===== config.mk =====
export PLATFORM = sky130hd
export DESIGN_NAME = jtdsp16_prog_seq
export DESIGN_NICKNAME = d
export VERILOG_FILES = /design/src/rtl/jtdsp16_defs.sv /design/src/rtl/jtdsp16_do_loop.sv /design/src/rtl/jtdsp16_prog_seq.sv
export SDC_FILE = /design/constraint.sdc
export NUM_CORES = 1
export LEC_CHECK = 0
export ABC_AREA = 1
export CELL_PAD_IN_SITES_DETAIL_PLACEMENT = 0
export CELL_PAD_IN_SITES_GLOBAL_PLACEMENT = 2
export CORE_MARGIN = 2
export CORE_UTILIZATION = 27
export CTS_CLUSTER_DIAMETER = 60
export CTS_CLUSTER_SIZE = 30
export DETAILED_ROUTE_END_ITERATION = 8
export PLACE_DENSITY_LB_ADDON = 0.1
export SETUP_SLACK_MARGIN = 0.1
export SYNTH_ARGS = -nofsm -noshare
export SYNTH_HDL_FRONTEND = slang
export SYNTH_SLANG_ARGS = --single-unit

===== constraint.sdc =====
create_clock -name clk -period 3.3 [get_ports clk]
set_input_delay 0.495 -clock clk [delete_from_list [all_inputs] [get_ports clk]]
set_output_delay 0.495 -clock clk [all_outputs]
set_load 0.005 [all_outputs]

===== src/rtl/jtdsp16_defs.sv =====
// Constants shared by the JTDSP16 decoder and program sequencer.
// Covers goto_b subcodes, X-register select codes and the default interrupt vector.
package jtdsp16_defs;

    localparam logic [2:0] B_RETURN  = 3'b000;
    localparam logic [2:0] B_IRETURN = 3'b001;
    localparam logic [2:0] B_GOTO_PT = 3'b010;
    localparam logic [2:0] B_CALL_PT = 3'b011;

    localparam logic [2:0] R_PT = 3'd1;
    localparam logic [2:0] R_PR = 3'd2;
    localparam logic [2:0] R_PI = 3'd3;

    localparam logic [15:0] IRQ_VEC_DEFAULT = 16'h0001;

endpackage


===== src/rtl/jtdsp16_do_loop.sv =====
// Single-level hardware do-loop: tracks the loop window and repeat count,
// and asks the pc mux to jump back to lstart at the end of each pass but the last.
module jtdsp16_do_loop (
    input  logic        clk,
    input  logic        rst,
    input  logic        cen,
    input  logic [15:0] pc,
    input  logic        pc_halt,
    input  logic        do_start,
    input  logic [10:0] do_data,
    input  logic        abort,
    output logic        do_active,
    output logic        wrap,
    output logic [15:0] lstart
);
    logic [15:0] lstart_q, lend_q;
    logic [6:0]  kleft_q;
    logic        active_q;
    logic [3:0]  ni;
    logic [6:0]  k;
    logic        start_ok;
    logic        at_end;

    assign ni       = do_data[10:7];
    assign k        = do_data[6:0];
    assign start_ok = do_start && (ni != 4'd0) && (k != 7'd0);
    // A halted pc at lend is not "at the end" yet: the wrap waits for the advance.
    assign at_end   = active_q && (pc == lend_q) && !pc_halt;
    assign wrap     = at_end && (kleft_q > 7'd1) && !start_ok && !abort;

    assign do_active = active_q;
    assign lstart    = lstart_q;

    always_ff @(posedge clk or posedge rst) begin
        if (rst) begin
            lstart_q <= 16'd0;
            lend_q   <= 16'd0;
            kleft_q  <= 7'd0;
            active_q <= 1'b0;
        end else if (cen) begin
            if (abort) begin
                active_q <= 1'b0;
            end else if (start_ok) begin
                lstart_q <= pc;
                lend_q   <= pc + {12'd0, ni} - 16'd1;
                kleft_q  <= k;
                active_q <= 1'b1;
            end else if (at_end) begin
                if (kleft_q > 7'd1) begin
                    kleft_q <= kleft_q - 7'd1;
                end else begin
                    active_q <= 1'b0;
                end
            end
        end
    end
endmodule


===== src/rtl/jtdsp16_prog_seq.sv =====
// JTDSP16 program sequencer: pc mux, PT/PR/PI pointers and interrupt entry.
// rom_addr is the registered pc; every control pulse takes effect on the next cen edge.
module jtdsp16_prog_seq
    import jtdsp16_defs::*;
#(
    parameter logic [15:0] IRQ_VEC = IRQ_VEC_DEFAULT
) (
    input  logic        clk,
    input  logic        rst,
    input  logic        cen,
    input  logic        goto_ja,
    input  logic        call_ja,
    input  logic        goto_b,
    input  logic [11:0] i_field,
    input  logic        pc_halt,
    input  logic        do_start,
    input  logic [10:0] do_data,
    input  logic        xaau_imm_load,
    input  logic        xaau_ram_load,
    input  logic [2:0]  r_field,
    input  logic [15:0] load_data,
    input  logic        irq,
    output logic [15:0] rom_addr,
    output logic [15:0] pt,
    output logic [15:0] pr,
    output logic [15:0] pi,
    output logic        do_active,
    output logic        in_irq,
    output logic        irq_ack
);
    logic [15:0] pc_q, pc_d, pt_q, pt_d, pr_q, pr_d, pi_q, pi_d;
    logic        irq_q, irq_pend_q, in_irq_q, in_irq_d, irq_ack_q;
    logic [2:0]  sub;
    logic        b_ret, b_iret, b_gpt, b_cpt, branch, take, x_load;
    logic        loop_active, loop_wrap;
    logic [15:0] loop_start;

    assign sub    = i_field[10:8];
    assign b_ret  = goto_b && (sub == B_RETURN);
    assign b_iret = goto_b && (sub == B_IRETURN);
    assign b_gpt  = goto_b && (sub == B_GOTO_PT);
    assign b_cpt  = goto_b && (sub == B_CALL_PT);
    // goto_b subcodes 1xx are no-ops for the pc, so they do not abort a loop.
    assign branch = goto_ja || call_ja || b_ret || b_iret || b_gpt || b_cpt;
    assign take   = irq_pend_q && !in_irq_q && !loop_active && !pc_halt
                    && !branch && !goto_b && !do_start;
    assign x_load = xaau_imm_load || xaau_ram_load;

    jtdsp16_do_loop u_do_loop (
        .clk      (clk),
        .rst      (rst),
        .cen      (cen),
        .pc       (pc_q),
        .pc_halt  (pc_halt),
        .do_start (do_start),
        .do_data  (do_data),
        .abort    (branch),
        .do_active(loop_active),
        .wrap     (loop_wrap),
        .lstart   (loop_start)
    );

    always_comb begin
        pc_d = pc_q + 16'd1;
        if (goto_ja || call_ja) pc_d = {pc_q[15:12], i_field};
        else if (b_ret)         pc_d = pr_q;
        else if (b_iret)        pc_d = pi_q;
        else if (b_gpt || b_cpt) pc_d = pt_q;
        else if (take)          pc_d = IRQ_VEC;
        else if (loop_wrap)     pc_d = loop_start;
        else if (pc_halt)       pc_d = pc_q;
    end

    // Link writes from calls and interrupt entry override a same-cycle register load.
    always_comb begin
        pt_d = (x_load && r_field == R_PT) ? load_data : pt_q;
        pr_d = (x_load && r_field == R_PR) ? load_data : pr_q;
        pi_d = (x_load && r_field == R_PI) ? load_data : pi_q;
        if (call_ja || b_cpt) pr_d = pc_q;
        if (take)             pi_d = pc_q;
        in_irq_d = in_irq_q;
        if (b_iret)           in_irq_d = 1'b0;
        if (take)             in_irq_d = 1'b1;
    end

    always_ff @(posedge clk or posedge rst) begin
        if (rst) begin
            pc_q       <= 16'd0;
            pt_q       <= 16'd0;
            pr_q       <= 16'd0;
            pi_q       <= 16'd0;
            irq_q      <= 1'b0;
            irq_pend_q <= 1'b0;
            in_irq_q   <= 1'b0;
            irq_ack_q  <= 1'b0;
        end else if (cen) begin
            pc_q      <= pc_d;
            pt_q      <= pt_d;
            pr_q      <= pr_d;
            pi_q      <= pi_d;
            irq_q     <= irq;
            in_irq_q  <= in_irq_d;
            irq_ack_q <= take;
            if (irq && !irq_q) irq_pend_q <= 1'b1;
            else if (take)     irq_pend_q <= 1'b0;
        end
    end

    assign rom_addr  = pc_q;
    assign pt        = pt_q;
    assign pr        = pr_q;
    assign pi        = pi_q;
    assign do_active = loop_active;
    assign in_irq    = in_irq_q;
    assign irq_ack   = irq_ack_q;
endmodule


==> metrics.txt, run 1 <==
largest net degree at the start of global routing=102; Worst Setup EP=u_do_loop.lend_q[13]$_DFFE_PP0P_; post-route ant nets=0; Netlist cell types=46; post-synth top area share=38.8%; met2 wire len=11,500 um; full die area=27,100 um2; status=completed; Mapped Nets=between 1,000 and 1,500; placed inst area=8640 um2; TritonCTS Buffers=9; Buf/Inv on CP=5; vias per cell=4.59; H-Tree Level Count=3; Post-CTS Setup Inserts=0; crit path DAT=between 3 and 4 ns; critical path depth=17; Worst setup startpoint=do_data[8]; filler instances=between 2,000 and 3,000; HPWL Detailed=17,800 um; vias in the first global route=~6,300; Critical-path top delay cell=clkdlybuf4s50_1; EDFF count, synth=0; top post-synthesis cells by area=dfrtp_1, nand2_1, o21ai_0; die width=between 150 and 200 um; CTS tree=yes; Critical R2R Capture=u_do_loop.lend_q[13]$_DFFE_PP0P_; Ys Warns=0; max-cap viol count=0; most common cell in the synthesized netlist=nand2_1; Main synth FF type=dfrtp_1; nets=1,156; Overflow after GRT=0; Syn Inst Count=950; CORE AREA=25,300 um2; r2r setup slk=0.48 ns; diode count=0; layout cells sized above 1=under 10%; drt total wl=23,400 um; vias after detailed routing=roughly 6,500; global-route wire length before repair=36,300 um; final hold vios=0; PortBufs=119; endpoint class of the critical path=flop; PwrDens=~560 nW/um2; initial antenna violation count=0; leakage power=around 4.2 nW; final core occ=35.5%; CP Max Fanout=3; met3 wire length=742 um; wire length on met1=11,000 um; Post-Syn Area=roughly 7000 um2; clk sinks=108; DR iter-0 viols=346; Starting Density=27.6%; FFs w/ async S/R, synth=100%; row cnt=58; largest area contributor in the netlist=dfrtp_1; Top Ports=120; Seq cells post-synth=~110; crit-path cells=clkdlybuf4s50_1 -> inv_1 -> ha_1 -> inv_1 -> ha_1 -> inv_1 -> fa_1 -> inv_1 -> nand3_1 -> nand2_1 -> a21oi_1 -> o21ai_0 -> a21boi_1 -> o21ai_0 -> nand2_1 -> nand3_1 -> o21ai_0; GPL Wtd Cong=0.750; CP required=3.52 ns; Pins Over Slew Limit=0; area of the multi-input gates=3610 um2; DRT Pass-1 Iters=5; fin area=8960 um2; unrepaired setup endpoints after global routing=no; critical path's top delay family=adder cells; Clock Latency Late Sink=between 0.3 and 0.4 ns; RR Startpoint=rom_addr[1]$_DFFE_PP0P_; Final period util=86.8%; Worst VDD drop=0.252 mV; Post-CTS Resized=0; Hold Path Class=input pin to asynchronous set/reset pin; FMAX=around 0.35 GHz; Avg WL per Cell=16.7 um; drt drc=0; max_slew headroom=54.2%; Setup Viol. Count Final=0; Crit path largest cell delay=about 0.45 ns; clock skew=0.0107 ns; CTS Root Cell=clkbuf_16; Reg clk slew, reported paths=about 0.080 ns; crit-path most repeated cell=inv_1; Worst Reg-to-Reg Cells=16; min Tclk post-route=2.87 ns; Die Span Y=165 um; GRT Overall Usage=17.7%; Crit Path Class=input pin to flop; Max Used Layer=met4; CP Launch Type=input pin; Post-synth top cells=nand2_1, inv_1, dfrtp_1, o21ai_0, a21oi_1; Max Root-Sink Buffers=2; Worst-Margin Slew=between 0.6 and 0.7 ns; area added between synthesis and finish=28.6%; part of the Yosys area used for sequential elements=38.8%; hold buffer count at CTS=0; Seq. cell area=2700 um2; synthesized area per cell=7.34 um2
[where the power goes]
group	total (mW)	internal, mW	leakage (nW)	switching, mW
clock	1.24	0.675	0.154	0.563
sequential	1.95	1.66	1.29	0.288
combinational	1.88	0.885	2.76	0.994
total	5.06	3.22	4.21	1.85
[layer usage]
metal,vias up,global-route usage [%]
li1,3326,-
met1,3023,23.7
met2,94,30.8
met3,8,2.94
met4,0,2.53
met5,-,0
[worst min path at each step]
| stage | from | end | slack, ns | cells past startpoint |
|---|---|---|---|---|
| 2_1_floorplan | irq_q$_DFFE_PP0P_ | irq_pend_q$_DFFE_PP0P_ | 0.44 | 1 |
| 3_3_place_gp | irq_q$_DFFE_PP0P_ | irq_q$_DFFE_PP0P_ | 0.46 | 2 |
| 3_5_place_dp | irq_q$_DFFE_PP0P_ | irq_q$_DFFE_PP0P_ | 0.46 | 2 |
| 4_1_cts | rst | pt[3]$_DFFE_PP0P_ | 0.38 | 2 |
| 5_1_grt | rst | pt[3]$_DFFE_PP0P_ | 0.39 | 2 |
| 6_report | rst | pr[3]$_DFFE_PP0P_ | 0.39 | 2 |
[stage by stage]
step	hold slack (ns)	cells	total power, mW	worst slack (ns)	setup TNS (ns)
after floorplan	0.436	950	2.98	0.679	0
after global placement	0.458	1390	3.89	0.0501	0
after detailed placement	0.459	1390	3.88	-0.0329	-0.0329
after CTS	0.385	1406	5.16	0.349	0
after global routing	0.392	1406	5.49	0.110	0
final	0.393	1406	5.06	0.434	0
[cells in the final DEF (no fill, tap or decap), types with 6 or more instances in the layout]
cell type / n
nor2_2: 7
o21ai_0: 101
nand4_1: 14
nand3_1: 39
clkbuf_16: 9
o211ai_1: 21
inv_1: 112
a21oi_1: 76
or2_2: 6
buf_4: 30
inv_2: 11
xnor2_1: 6
xor2_1: 15
nand2_1: 247
nor2_1: 64
dfrtp_1: 108
clkdlybuf4s50_1: 119
mux2_2: 14
ha_1: 31
[state kept, by name, summed over array words and instances (netlist names)]
name	cells
pr	16
pt	16
u_do_loop.do_active	1
in_irq	1
irq_pend_q	1
u_do_loop.lstart	16
pi	16
u_do_loop.kleft_q	7
rom_addr	16
irq_ack	1
irq_q	1
u_do_loop.lend_q	16
[cells by family (layout without fill, tap and decap cells)]
group,after synthesis,in the layout,synth area share [%]
AO/OA/AOI/OAI,213,213,16.8
XOR/XNOR,21,21,2.64
adder cells (fa/ha/maj),32,32,5.85
AND/OR/NAND/NOR,396,396,24.2
flip-flops,108,108,38.8
buffers and inverters,166,292,9.49
multiplexers,14,14,2.26
[area by class of cell]
class	count	share of cell area [%]
clock buffer	10	2.55
clock inverter	6	1.05
inverter	126	5.32
multi-input combinational	676	40.3
sequential	108	30.2
tap	330	4.61
timing repair buffer	150	16.0
Note: power is estimated with default switching activity, not from simulation.
==> run 2: changes to the inputs <==
Settings changed: PLACE_DENSITY from default to 0.75, PLACE_DENSITY_LB_ADDON 0.1 to default.
==> metrics.txt, run 2 (synthesis gave the netlist of run 1 again) <==
Worst VDD drop=0.246 mV (-2.3%); Final period util=86.0% (-0.87 points); layout cells sized above 1=8.49% (-0.34 points); vias per cell=4.64 (+1.1%); global-route wire length before repair=37,200 um (+2.3%); max-cap viol count=0 (unchanged); CORE AREA=25,300 um2 (unchanged); Max Root-Sink Buffers=2 (unchanged); Post-CTS Setup Inserts=0 (unchanged); Clock power frac=22.3% (-2.1 points); combinational power share=37.5% (+0.4 points); area added between synthesis and finish=27.8%; Starting Density=27.6% (unchanged); GR Util met3=2.54% (-0.40 points); met2 Track Usage GR=30.6% (-0.27 points); Pins Over Slew Limit=0 (unchanged); internal power=3.06 mW (-4.8%); full die area=27,100 um2 (unchanged); CTS Root Cell=clkbuf_16; Reg power frac=40.2% (+1.8 points); GPL Wtd Cong=0.795 (+6.1%); drt drc=0 (unchanged); crit path DAT=3.06 ns (-0.02 ns); FMAX=0.352 GHz (+1.0%); PwrDens=553 nW/um2 (-2.1%); unrepaired setup endpoints after global routing=no; Reg clk slew, reported paths=0.08 ns (about the same); row cnt=58 (unchanged); Worst-Margin Slew=0.764 ns (+0.0780 ns); DRT Pass-1 Iters=5 (unchanged); vias in the first global route=6,458 (+2.6%); Top Ports=120 (unchanged); post-route ant nets=0 (unchanged); Setup Viol. Count Final=0 (unchanged); Clock Latency Late Sink=0.36 ns (about the same); Avg WL per Cell=16.8 um (+0.67%); H-Tree Level Count=3 (unchanged); Die Span Y=165 um (unchanged); CP Launch Type=input pin; vias after detailed routing=6,501 (+0.78%); most frequent cells in the layout=nand2_1, clkdlybuf4s50_1, inv_1, dfrtp_1, o21ai_0; met1 Use GR=24.4% (+0.77 points); clock skew=0.0132 ns (+0.00254 ns); clk sinks=108 (unchanged); Fin Setup TNS=0 ns (unchanged); diode count=0 (unchanged); hold buffer count at CTS=0 (unchanged); nets=1,152 (-0.35%); Crit Path Class=input pin to flop; HPWL Detailed=17,700 um (-0.56%); drt total wl=23,500 um (+0.38%); Pwr Total=4.93 mW (-2.7%); die width=165 um (unchanged); min Tclk post-route=2.84 ns (-0.0287 ns); switching share of power=37.8% (+1.4 points); most common library cell in the layout ignoring fill and taps=nand2_1; TritonCTS Buffers=9 (unchanged); global route hottest layer=met2; P_sw=1.86 mW (+0.98%); final hold vios=0 (unchanged); filler instances=2,721 (-0.29%); Hold Path Class=flop to flop; leakage power=4.17 nW (-0.88%); PortBufs=119 (unchanged); CP required=3.52 ns (about the same); largest net degree at the start of global routing=109 (+6.9%); max_slew headroom=49.0% (-5.2 points); endpoint class of the critical path=flop; CTS tree=yes; status=completed; CP Max Fanout=3 (unchanged); GRT Overall Usage=17.9% (+0.16 points); DR iter-0 viols=341 (-1.4%); Post-CTS Resized=0 (unchanged); initial antenna violation count=0 (unchanged); Overflow after GRT=0 (unchanged)
[run 2: changes by cell type in the layout (fill, tap and decap cells not counted), sizes merged]
| cell | change |
|---|---|
| inv | +1 |
| buf | -4 |
| clkinvlp | +1 |
| bufinv | -2 |
[run 2: per-layer routing]
layer | wire [um] | vias up
li1 | - | 3314
met1 | 11100 | 3053
met2 | 11300 | 121
met3 | 856 | 13
met4 | 206 | 0
met5 | 0 | -
[run 2: worst max-delay path: stages]
cell and delay [ns]:
clkdlybuf4s50_1 0.45, inv_1 0.05, ha_1 0.28, inv_1 0.06, ha_1 0.16, inv_1 0.06, fa_1 0.35, inv_1 0.09
nand3_1 0.06, nand2_1 0.11, a21oi_1 0.09, o21ai_0 0.24, a21boi_1 0.15, o21ai_0 0.18, nand2_1 0.06, nand3_1 0.07
o21ai_0 0.09
[run 2: worst paths after layout]
check / cells after the start / to / startpoint / slack, ns
min reg2reg: 1 / irq_pend_q$_DFFE_PP0P_ / irq_q$_DFFE_PP0P_ / 0.47
max in group asynchronous: 3 / u_do_loop.lstart[14]$_DFFE_PP0P_ / rst / 2.16
min in group asynchronous: 3 / pr[3]$_DFFE_PP0P_ / rst / 0.67
max reg2reg: 16 / u_do_loop.lend_q[13]$_DFFE_PP0P_ / rom_addr[1]$_DFFE_PP0P_ / 0.49
max: 17 / u_do_loop.lend_q[13]$_DFFE_PP0P_ / do_data[8] / 0.46
min: 1 / irq_pend_q$_DFFE_PP0P_ / irq_q$_DFFE_PP0P_ / 0.47
[run 2: final cells by class]
type	instances	area, um2	area share (%)
tap	330	413	4.64
sequential	108	2700	30.3
clock inverter	6	55.1	0.618
timing repair buffer	146	1420	15.9
clock buffer	10	229	2.57
multi-input combinational	676	3610	40.6
inverter	126	477	5.35
[run 2: power groups by stage]
stage,clock (mW),combinational (mW),sequential [mW]
2_1_floorplan,0,1.07,1.91
3_3_place_gp,0,1.86,2.01
3_5_place_dp,0,1.87,2.01
4_1_cts,1.14,1.88,1.99
5_1_grt,1.19,2.13,2.03
6_report,1.10,1.85,1.98
[run 2: metrics by stage]
stage	hold WS [ns]	instances	util, %	worst slack [ns]	cell area [um2]
floorplan	0.436	950	-	0.679	6980
global placement	0.444	1386	34.1	0.0761	8620
detailed placement	0.454	1386	34.1	0.0449	8620
CTS	0.471	1402	35.3	0.405	8910
global route	0.484	1402	35.3	0.116	8910
finish	0.465	1402	35.3	0.463	8910
==> run 3: changes to the inputs <==
Settings changed: CAP_MARGIN from default to 0.
==> results of run 3 <==
Final layout, timing and power as in run 2 (identical DEF).
